[config.mk]
export PLATFORM = sky130hd
export DESIGN_NAME = count_load_gen_flat
export DESIGN_NICKNAME = d
export VERILOG_FILES = /design/src/rtl/count_load_gen_if.sv /design/src/rtl/count_load_gen.sv /design/src/flat_wrapper.sv
export SDC_FILE = /design/constraint.sdc
export NUM_CORES = 1
export LEC_CHECK = 0
export ABC_AREA = 1
export BUFFER_PORTS_ARGS = -buffer_cell sky130_fd_sc_hd__buf_2
export CORE_AREA = 4 4 98 63
export DETAILED_ROUTE_END_ITERATION = 8
export DIE_AREA = 0 0 102 67
export PLACE_DENSITY = 0.68
export SLEW_MARGIN = 10
export SYNTH_ARGS = -nofsm -noshare
export SYNTH_HDL_FRONTEND = slang
export SYNTH_SLANG_ARGS = --single-unit
[constraint.sdc]
create_clock -name clk -period 1.96 [get_ports clk]
set_clock_uncertainty 0.15 [all_clocks]
set_input_delay 0 -clock clk [delete_from_list [all_inputs] [get_ports clk]]
set_output_delay 0 -clock clk [all_outputs]
set_load 0.01 [all_outputs]
[src/rtl/count_load_gen_if.sv]
// Control and count-output bundle between the counting engine and its user.
// The master drives run/step controls and observes the count and strobes.
interface count_load_gen_if #(
    parameter int WIDTH = 16
);
    logic             start;
    logic             stop;
    logic             clear;
    logic             up;
    logic             step;
    logic [WIDTH-1:0] count_out;
    logic             load;
    logic             running;
    logic             wrap;

    modport master (
        output start, stop, clear, up, step,
        input  count_out, load, running, wrap
    );

    modport slave (
        input  start, stop, clear, up, step,
        output count_out, load, running, wrap
    );
endinterface

[src/rtl/count_load_gen.sv]
// Prescaled up/down counter with run/stop/step control; emits a one-cycle load
// strobe alongside every freshly updated count, plus a wrap pulse on rollover.
module count_load_gen #(
    parameter int WIDTH    = 16,
    parameter int PRESCALE = 50000,
    parameter int PS_W     = 16
) (
    input  logic             clk,
    input  logic             reset,
    count_load_gen_if.slave  bus
);

    typedef enum logic {
        ST_IDLE,
        ST_RUN
    } state_t;

    localparam logic [PS_W-1:0] PS_MAX = PS_W'(PRESCALE - 1);

    state_t           r_state;
    logic [PS_W-1:0]  r_prescale;
    logic [WIDTH-1:0] r_count;
    logic             r_load;
    logic             r_wrap;
    logic             r_running;

    logic [WIDTH-1:0] w_nextCount;
    logic             w_nextWrap;
    logic             w_tick;

    // Value and rollover flag that an update would produce this edge.
    always_comb begin
        w_nextCount = r_count;
        w_nextWrap  = 1'b0;
        w_tick      = (r_prescale == PS_MAX);
        if (bus.up) begin
            w_nextCount = r_count + WIDTH'(1);
            w_nextWrap  = (r_count == {WIDTH{1'b1}});
        end else begin
            w_nextCount = r_count - WIDTH'(1);
            w_nextWrap  = (r_count == {WIDTH{1'b0}});
        end
    end

    always_ff @(posedge clk) begin
        if (!reset) begin
            r_state    <= ST_IDLE;
            r_prescale <= '0;
            r_count    <= '0;
            r_load     <= 1'b0;
            r_wrap     <= 1'b0;
            r_running  <= 1'b0;
        end else begin
            r_load <= 1'b0;
            r_wrap <= 1'b0;
            if (bus.clear) begin
                r_state    <= ST_IDLE;
                r_running  <= 1'b0;
                r_prescale <= '0;
                r_count    <= '0;
                r_load     <= 1'b1;
            end else begin
                case (r_state)
                    ST_IDLE: begin
                        // stop has no effect in IDLE but still outranks start/step
                        if (bus.stop) begin
                            r_state <= ST_IDLE;
                        end else if (bus.start) begin
                            r_state    <= ST_RUN;
                            r_running  <= 1'b1;
                            r_prescale <= '0;
                        end else if (bus.step) begin
                            r_count <= w_nextCount;
                            r_load  <= 1'b1;
                            r_wrap  <= w_nextWrap;
                        end
                    end
                    ST_RUN: begin
                        if (bus.stop) begin
                            r_state    <= ST_IDLE;
                            r_running  <= 1'b0;
                            r_prescale <= '0;
                        end else if (w_tick) begin
                            r_prescale <= '0;
                            r_count    <= w_nextCount;
                            r_load     <= 1'b1;
                            r_wrap     <= w_nextWrap;
                        end else begin
                            r_prescale <= r_prescale + PS_W'(1);
                        end
                    end
                    default: begin
                        r_state    <= ST_IDLE;
                        r_running  <= 1'b0;
                        r_prescale <= '0;
                    end
                endcase
            end
        end
    end

    assign bus.count_out = r_count;
    assign bus.load      = r_load;
    assign bus.running   = r_running;
    assign bus.wrap      = r_wrap;

endmodule

[src/flat_wrapper.sv]
// flat-port wrapper written by rule: the top's interface ports become plain ports
module count_load_gen_flat 
#(
    parameter int WIDTH    = 16,
    parameter int PRESCALE = 50000,
    parameter int PS_W     = 16
)
  (clk, reset, bus_start, bus_stop, bus_clear, bus_up, bus_step, bus_count_out, bus_load, bus_running, bus_wrap);
  count_load_gen_if #(.WIDTH(WIDTH)) bus_i ();
  input  logic clk;
  input  logic reset;
  input wire logic [$bits(bus_i.start)-1:0] bus_start;
  input wire logic [$bits(bus_i.stop)-1:0] bus_stop;
  input wire logic [$bits(bus_i.clear)-1:0] bus_clear;
  input wire logic [$bits(bus_i.up)-1:0] bus_up;
  input wire logic [$bits(bus_i.step)-1:0] bus_step;
  output wire logic [$bits(bus_i.count_out)-1:0] bus_count_out;
  output wire logic [$bits(bus_i.load)-1:0] bus_load;
  output wire logic [$bits(bus_i.running)-1:0] bus_running;
  output wire logic [$bits(bus_i.wrap)-1:0] bus_wrap;
  assign bus_i.start = bus_start;
  assign bus_i.stop = bus_stop;
  assign bus_i.clear = bus_clear;
  assign bus_i.up = bus_up;
  assign bus_i.step = bus_step;
  assign bus_count_out = bus_i.count_out;
  assign bus_load = bus_i.load;
  assign bus_running = bus_i.running;
  assign bus_wrap = bus_i.wrap;
  count_load_gen #(.WIDTH(WIDTH), .PRESCALE(PRESCALE), .PS_W(PS_W)) u_core (.clk(clk), .reset(reset), .bus(bus_i));
endmodule
Word-level counts from Yosys, hierarchy flattened
Index checks and enable logic that the tools add are counted.
- input port bits: 7
- flip-flop bits (word level): 36
- logic and storage cells: 59
- output and inout bits: 19
- reductions and logical operators: 5
- mux-type cells: 34
- add/sub/neg operators: 3
- eq/ne operators: 9
- bitwise logic cells: 2
- operators by type and width (cell ; number):
    16-bit 2-to-1 mux ; 10
    16-bit one-hot mux with 2 select lines ; 2
    16-bit by 1-bit adder with 16-bit output, second input constant ; 2
    16-bit equality test, second input constant ; 2
    1-bit 2-to-1 mux ; 18
    16-bit zero test ; 1
    16-bit by 1-bit subtractor with 16-bit output, second input constant ; 1
    2-bit inequality test, second input constant ; 7
    1-bit one-hot mux with 2 select lines ; 4
    5-bit AND reduction ; 1
    3-bit AND reduction ; 1
    1-bit NOT ; 2
    2-bit AND reduction ; 1
    2-bit OR reduction ; 1

Depth between registers and ports, before layout
Gate-level depths: netlist of the first run.
- depth after elaboration: 6
- mapped depth: 12
- mapped depth without buffers: 12

Worst setup path before layout of the first run
Ideal clock, no wire load.
- kind: register to register
- start point: register u_core.r_count[0] (netlist: u_core.bus.count_out[0])
- end point: register u_core.r_count[12] (netlist: u_core.bus.count_out[12])
- period minus slack after synthesis: 1.780 ns
- data required time: 1.701 ns
- slack: 0.180 ns
- buffers on the path: 0
- data arrival time: 1.521 ns
- stages on the path, launching flop included: 11
- setup time: 0.109 ns
- cell sequence: dfxtp_1 > inv_1 > fa_1 > inv_1 > nand3_1 > nand3_1 > nand3_1 > nand4_1 > nand3_1 > nand2_1 > inv_1
- longest elaborated chain between the ends: 6
- elaborated cells on any way between the ends: 9
- those cells by class: 2 x add/sub; 7 x mux
- ends and longest elaborated chain (element ; line ; text):
    start: declaration ; count_load_gen.sv:22 ; logic [WIDTH-1:0] r_count;
    start signal: assignment ; count_load_gen.sv:73 ; r_count <= w_nextCount;
    start signal: assignment ; count_load_gen.sv:85 ; r_count <= w_nextCount;
    16-bit by 1-bit subtractor with 16-bit output or 16-bit by 1-bit adder with 16-bit output (tied branches) ; count_load_gen.sv:40, count_load_gen.sv:37 ;
    16-bit 2-to-1 mux (*) ; count_load_gen.sv:36 ; if (bus.up) begin
    16-bit 2-to-1 mux ; count_load_gen.sv:72 ; end else if (bus.step) begin
    16-bit 2-to-1 mux ; count_load_gen.sv:68 ; end else if (bus.start) begin
    16-bit 2-to-1 mux ; count_load_gen.sv:66 ; if (bus.stop) begin
    16-bit one-hot mux with 2 select lines (*) ; count_load_gen.sv:63 ; case (r_state)
Every way passes the cells marked *; elsewhere a longest branch is shown, timed or not. The select of a mux whose other input is x is not followed.
A chain may end at the register's enable or synchronous reset.

Worst setup path in the final report of the first run
- start point: input port reset
- end point: register u_core.r_state
- longest elaborated chain between the ends: 2
- ends and longest elaborated chain (element ; line ; text):
    start: declaration ; flat_wrapper.sv:11 ; input logic reset;
    1-bit NOT (no line) ; -- ;
    2-bit OR reduction (no line) ; -- ;
    end signal: assignment ; count_load_gen.sv:47 ; r_state <= ST_IDLE;
    end signal: assignment ; count_load_gen.sv:57 ; r_state <= ST_IDLE;
    end signal: assignment ; count_load_gen.sv:67 ; r_state <= ST_IDLE;
    end: declaration ; count_load_gen.sv:20 ; state_t r_state;
Every way passes these cells.

==> results of run 1 <==
## worst max-delay path by stage
stage / from / endpoint / cells past startpoint
after floorplan: u_core.bus.count_out[0] / u_core.bus.count_out[12] / 10
after global placement: u_core.r_prescale[0] / u_core.bus.count_out[5] / 10
after detailed placement: u_core.r_prescale[0] / u_core.bus.count_out[5] / 10
after CTS: bus_clear / u_core.r_state / 6
after global routing: u_core.bus.count_out[4] / u_core.bus.count_out[11] / 10
final: reset / u_core.r_state / 7
## sequential cells by signal, summed over array words and instances (netlist names)
signal,flops
u_core.bus.count_out,16
u_core.bus.load,1
u_core.bus.running,1
u_core.bus.wrap,1
u_core.r_prescale,16
u_core.r_state,1
## logic make-up (layout without fill, tap and decap cells)
family	after synthesis	count (layout)	synth area share, %
and+or+nand+nor	241	243	40.3
buffers and inverters	83	129	13.0
AOI/OAI and AO/OA	28	28	5.62
DFF	36	36	28.2
xor gates and xnor gates	14	14	4.79
adders and majority gates	16	16	8.11
## final cells by class
class	count	share of cell area [%]
repair buffers	42	8.77
clock inverters	3	0.621
flip-flops and latches	36	23.9
clock buffers	5	2.28
multi-input cells	301	51.8
well taps	69	2.85
inverters	79	9.81
## synth_stat cells, types with 2 or more instances
master	number	share of area (%)
nand2_1	126	18
inv_1	75	11
nor2_1	48	7.0
dfxtp_1	36	28
nand3_1	33	6.5
a21oi_1	19	3.7
ha_1	15	7.3
nor3_1	13	2.5
xor2_1	9	3.1
o21ai_0	8	1.6
nand4_1	7	1.7
xnor2_1	5	1.7
inv_2	4	0.59
nor4_1	4	0.98
nand3b_1	2	0.59
or2_2	2	0.49
## stage by stage
stage          hold slack [ns]  setup slack, ns  total power, mW  instances
3_5_place_dp            0.0807           0.0367             1.00        520
6_report                0.0389           0.0765             1.55        535
5_1_grt                 0.0522          -0.0134             1.63        535
4_1_cts                 0.0247           0.0145             1.56        533
3_3_place_gp            0.0719           0.0542            0.999        520
2_1_floorplan          -0.0707            0.180            0.933        418
## layer usage
| metal | vias to the layer above | GRT usage, % |
|---|---|---|
| li1 | 1399 | - |
| met1 | 1212 | 33.4 |
| met2 | 74 | 27.4 |
| met3 | 7 | 3.66 |
| met4 | 0 | 6.55 |
| met5 | - | 0 |
## power by group through the flow
stage          Combinational [mW]  Sequential [mW]  Clock [mW]
6_report                    0.254            0.752       0.549
3_3_place_gp                0.230            0.768           0
5_1_grt                     0.285            0.754       0.590
4_1_cts                     0.241            0.752       0.566
3_5_place_dp                0.233            0.769           0
2_1_floorplan               0.160            0.773           0
## worst max-delay path, cell delays in order
cell and delay [ns]:
dlygate4sd3_1 0.54, buf_2 0.12, inv_1 0.04, nor2_2 0.25, inv_1 0.22, nor3_1 0.20, dlygate4sd3_1 0.58
## repair_timing
action,CTS,global route
gates resized for setup,0,7
hold buffers,5,0
setup buffers,0,0
hold endpoints to repair,5,0
endpoints found under the setup margin,0,14
==> results.yml, run 1 <==
timing:
  fmax_mhz: 531
  worstMarginPinSlew_ns: 0.560
  finalMaxSlewViolations: 0
  min_period_ns: 1.88
  min_period_over_period_pct: 96.1
  setup_viol: 0
  finalSetupTns_ns: 0
  max_slew_margin_pct: 62.5
  hold_viol: 0
pwr:
  p_comb_share_pct: 16.3
  p_int_mw: 1.09
  irDropWorstVdd_v: 0.000341
  seq_power_share_pct: 48.4
  leakage_nw: 1.59
  power_density_nw_per_um2: 514
  switching_share_pct: 30.2
  pwr-share-clk_pct: 35.3
  power.switching_uw: 469
min_path:
  hold-path-endpoint: "u_core.bus.count_out[1]"
  holdCritStartpoint: "bus_up"
  holdPathStages: 4
  min-delay-path-class: "in -> reg"
clock_tree:
  cts_tree: "built"
  clk_pin_slew_ns: 0.08
  clk_latency_ns: 0.30
  cts.sinks: 36
  clockBufferDepth: 2
  cts_buffers: 5
  clockRootBuffer: "clkbuf_8"
  htreeDepth: 2
synth:
  yosysUniqueCellTypes: 28
  synth_cells: 418
  synth-async-reset-ratio_pct: 0
  synth.yosys.seq_area_share_pct: 28.2
  synth-edff-count: 0
  synth_fp_nets: 441
  yosysWarnings: 0
  synth_area_um2: 2560
  synth_ff_type: "dfxtp_1"
  ys_ff_latch: 36
  syn_area_per_cell_um2: 6.12
finish:
  filler_cell_count: 546
  drive_above_1_share_pct: 13.5
  final_nets: 488
  diodes: 0
  final_core_util_pct: 56.4
  final_common_cell: "nand2_1"
  multi_input_area_um2: 1570
  final_cell_mix: "125 x nand2_1, 75 x inv_1, 47 x nor2_1"
  area_growth_pct: 18.1
  finalInstanceArea_um2: 3020
  seq_area_um2: 722
detailed_routing:
  routed_wl_mm: 6.84
  detail_route.wl_per_cell_um: 12.8
  dr_wl_met2_mm: 2.52
  routed.top_layer: "met4"
  ant_nets: 0
  firstDrtPassIters: 5
  route.detailed.drc: 0
  vias: 2692
  drt-initial-drc-count: 201
  wl_met3_um: 453
  met1Wirelength_mm: 3.80
  via_per_inst: 5.03
grt:
  grt_pass1_vias: 2296
  grt_pass1_wl_mm: 11.0
  grt_max_degree: 29
  grt_usage_pct: 21.0
  grt-ovfl-total: 0
  grt_antenna_before_repair: 0
die:
  die_height_um: 67
  pin_count: 26
  core_um2: 5360
  die_w_um: 102
  initial_core_util_pct: 47.8
  dieArea_um2: 6830
  row_count: 21
critical_path:
  r2r-end: "u_core.bus.count_out[11]"
  cp.arrival_ns: 1.97
  required_ns: 2.04
  path_max_fanout: 7
  startpoint_type: "input port"
  path_class: "in -> reg"
  rrSetupSlack_ns: 0.13
  r2r-start: "u_core.bus.count_out[6]"
  crit_path_end_kind: "flop"
  reg2reg_depth: 11
placed_design:
  port_buffers: 25
  dp.final_hpwl_mm: 5.13
  place_congestion: 0.912
  place_area_um2: 2820
status:
  status: "completed"
flow_run:
  drv_cap: 0
Power figures use the tool's default switching activity.
==> run 2, diff against run 1 <==
Settings changed: ABC_AREA 1 to not set, CORE_AREA 4 4 98 63 to 4 4 93 60, DIE_AREA 0 0 102 67 to 0 0 97 64.
==> run 2 against run 1 <==
  * The run now ends with negative setup slack left
  * Combinational power increased by 13%
  * Clock-buffer cell count unchanged
  * Cell count decreased by 13%
  * Critical path depth shrank 1
  * Total power up 0.69%
  * Register-to-register slack got worse by 0.66 ns
  * Die area shrank 9.2%
  * Critical path type is now reg -> reg
==> results.yml, run 2 <==
die:
  dieArea_um2: 6210
  die_w_um: 97
  pin_count: 26
  die_height_um: 64
  row_count: 20
  core_um2: 4830
  initial_core_util_pct: 47.0
grt:
  grt_antenna_before_repair: 0
  grt_max_degree: 17
  grt_pass1_wl_mm: 11.5
  grt-ovfl-total: 0
  grt_pass1_vias: 2442
  grt_usage_pct: 22.6
timing:
  fmax_mhz: 402
  finalMaxSlewViolations: 0
  min_period_over_period_pct: 127
  grt_setup_unrepaired: "true"
  setup_viol: 34
  min_period_ns: 2.49
  worstMarginPinSlew_ns: 0.443
  fin_ws_ns: -0.526
  hold_viol: 0
  max_slew_margin_pct: 70.3
clock_tree:
  htreeDepth: 2
  cts.sinks: 36
  clockBufferDepth: 2
  cts_buffers: 5
  clk_latency_ns: 0.29
  cts_tree: "built"
  clockRootBuffer: "clkbuf_8"
  clk_pin_slew_ns: 0.08
synth:
  syn_area_per_cell_um2: 7.92
  synthTopCellsByArea: "dfxtp_1 32%, ha_1 8.3%, nor2_1 5.3%"
  synth_most_common_cell: "dfxtp_1"
  yosysUniqueCellTypes: 46
  synth_area_um2: 2270
  synth-edff-count: 0
  yosysWarnings: 0
  synth_fp_nets: 310
  synth-async-reset-ratio_pct: 0
  yosysTopAreaCell: "dfxtp_1"
  yosysTopAreaCellShare_pct: 31.7
  synth.yosys.seq_area_share_pct: 31.7
  ys_ff_latch: 36
  synth_commonest_cells: "36 x dfxtp_1, 32 x nor2_1, 30 x nand2_1"
  synth_cells: 287
  synth_ff_type: "dfxtp_1"
detailed_routing:
  drt-initial-drc-count: 146
  route.detailed.drc: 0
  via_per_inst: 5.37
  detail_route.wl_per_cell_um: 14.7
  routed_wl_mm: 6.85
  firstDrtPassIters: 5
  vias: 2506
  ant_nets: 0
critical_path:
  startpoint_type: "flop"
  crit_path_end_kind: "flop"
  required_ns: 2.04
  path_max_fanout: 5
  cp.arrival_ns: 2.57
  path_class: "reg -> reg"
  cp-startpoint: "u_core.r_prescale[10]"
  r2r-start: "u_core.r_prescale[10]"
status:
  status: "finished, violations left"
  violations: "negative setup slack"
pwr:
  seq_power_share_pct: 47.5
  power_mw: 1.57
  switching_share_pct: 28.1
  power.switching_uw: 439
  p_int_mw: 1.13
  power_density_nw_per_um2: 461
  leakage_nw: 1.55
  pwr-share-clk_pct: 34.1
  p_comb_share_pct: 18.4
  irDropWorstVdd_v: 0.000329
finish:
  diodes: 0
  drive_above_1_share_pct: 36.9
  final_nets: 423
  filler_cell_count: 377
  final_cell_mix: "77 x buf_4, 34 x dfxtp_1, 30 x nor2_1"
  final_common_cell: "buf_4"
  area_growth_pct: 49.4
  final_core_util_pct: 70.3
placed_design:
  place_congestion: 0.896
  port_buffers: 25
  dp.final_hpwl_mm: 5.25
min_path:
  holdCritStartpoint: "bus_up"
  min-delay-path-class: "in -> reg"
flow_run:
  drv_cap: 0
[run 2: cell count changes in the layout (fill, tap and decap cells not counted), sizes merged, moves of 7 or more]
cell,change
a21o,+8
inv,-74
buf,+73
nor2,-17
nand2,-100
nor2b,+7
nand3,-18
[run 2: logic make-up (layout without fill, tap and decap cells)]
logic type      after synthesis  in the layout  share of synthesized area, %
simple gates                130            130                          28.4
flops                        36             36                          31.7
xor+xnor                     18             18                          6.94
buf+inv                      15            129                          2.81
compound gates               70             70                          20.1
mux                           2              2                         0.881
fa+ha+maj                    16             16                          9.14
[run 2: timing repair]
item                                    4_1_cts  5_1_grt
endpoints found under the setup margin       34       35
resized for setup                            11       22
hold endpoints to repair                      3        0
hold buffers                                  5        0
pin swaps                                     8        6
setup buffers                                 3        1
gates cloned                                  1        1
[run 2: metrics by stage]
step           instance area (um2)  instances  hold WS [ns]  TNS [ns]  setup slack, ns
6_report                      3400        467        0.0414    -12.78           -0.526
5_1_grt                       3400        467        0.0685    -14.82           -0.576
4_1_cts                       3270        465        0.0389    -13.01           -0.479
3_5_place_dp                  3080        448         0.119    -12.20           -0.508
3_3_place_gp                  3080        448         0.110    -10.17           -0.429
2_1_floorplan                 2300        287       -0.0707     -7.26           -0.374
[run 2: area by class of cell]
cell class,instances,area [um2],area share (%)
clock buffer,5,68.8,2.03
clock inverter,3,18.8,0.553
inverter,5,18.8,0.553
multi-input combinational,236,1600,47.1
sequential,36,723,21.3
tap,66,82.6,2.43
timing repair buffer,116,886,26.1
[run 2: worst paths after layout]
check / to / slack, ns / depth (start not counted)
max reg2reg: u_core.bus.count_out[11] / -0.53 / 6
min reg2reg: u_core.bus.running / 0.35 / 2
max: u_core.bus.count_out[11] / -0.53 / 6
min: u_core.bus.count_out[1] / 0.04 / 4
[run 2: per-layer routing]
metal | share of wire (%) | vias up | global-route usage, %
li1 | - | 1265 | -
met1 | 48 | 1145 | 32.9
met2 | 43 | 87 | 35.1
met3 | 8.1 | 9 | 4.58
met4 | 0.92 | 0 | 3.50
met5 | 0 | - | 0
[run 2: worst max-delay path, cell delays in order, from the launching register on]
cell	delay (ns)
dfxtp_1	0.32
or4_1	0.51
or4_4	0.54
o31a_1	0.36
buf_6	0.19
o31ai_4	0.22
and2_1	0.15
[run 2: power groups by stage]
stage          clock network [mW]  logic (mW)  registers [mW]
3_5_place_dp                    0       0.249           0.761
5_1_grt                     0.574       0.315           0.745
6_report                    0.534       0.288           0.743
4_1_cts                     0.544       0.264           0.743
2_1_floorplan                   0       0.132           0.768
3_3_place_gp                    0       0.243           0.760
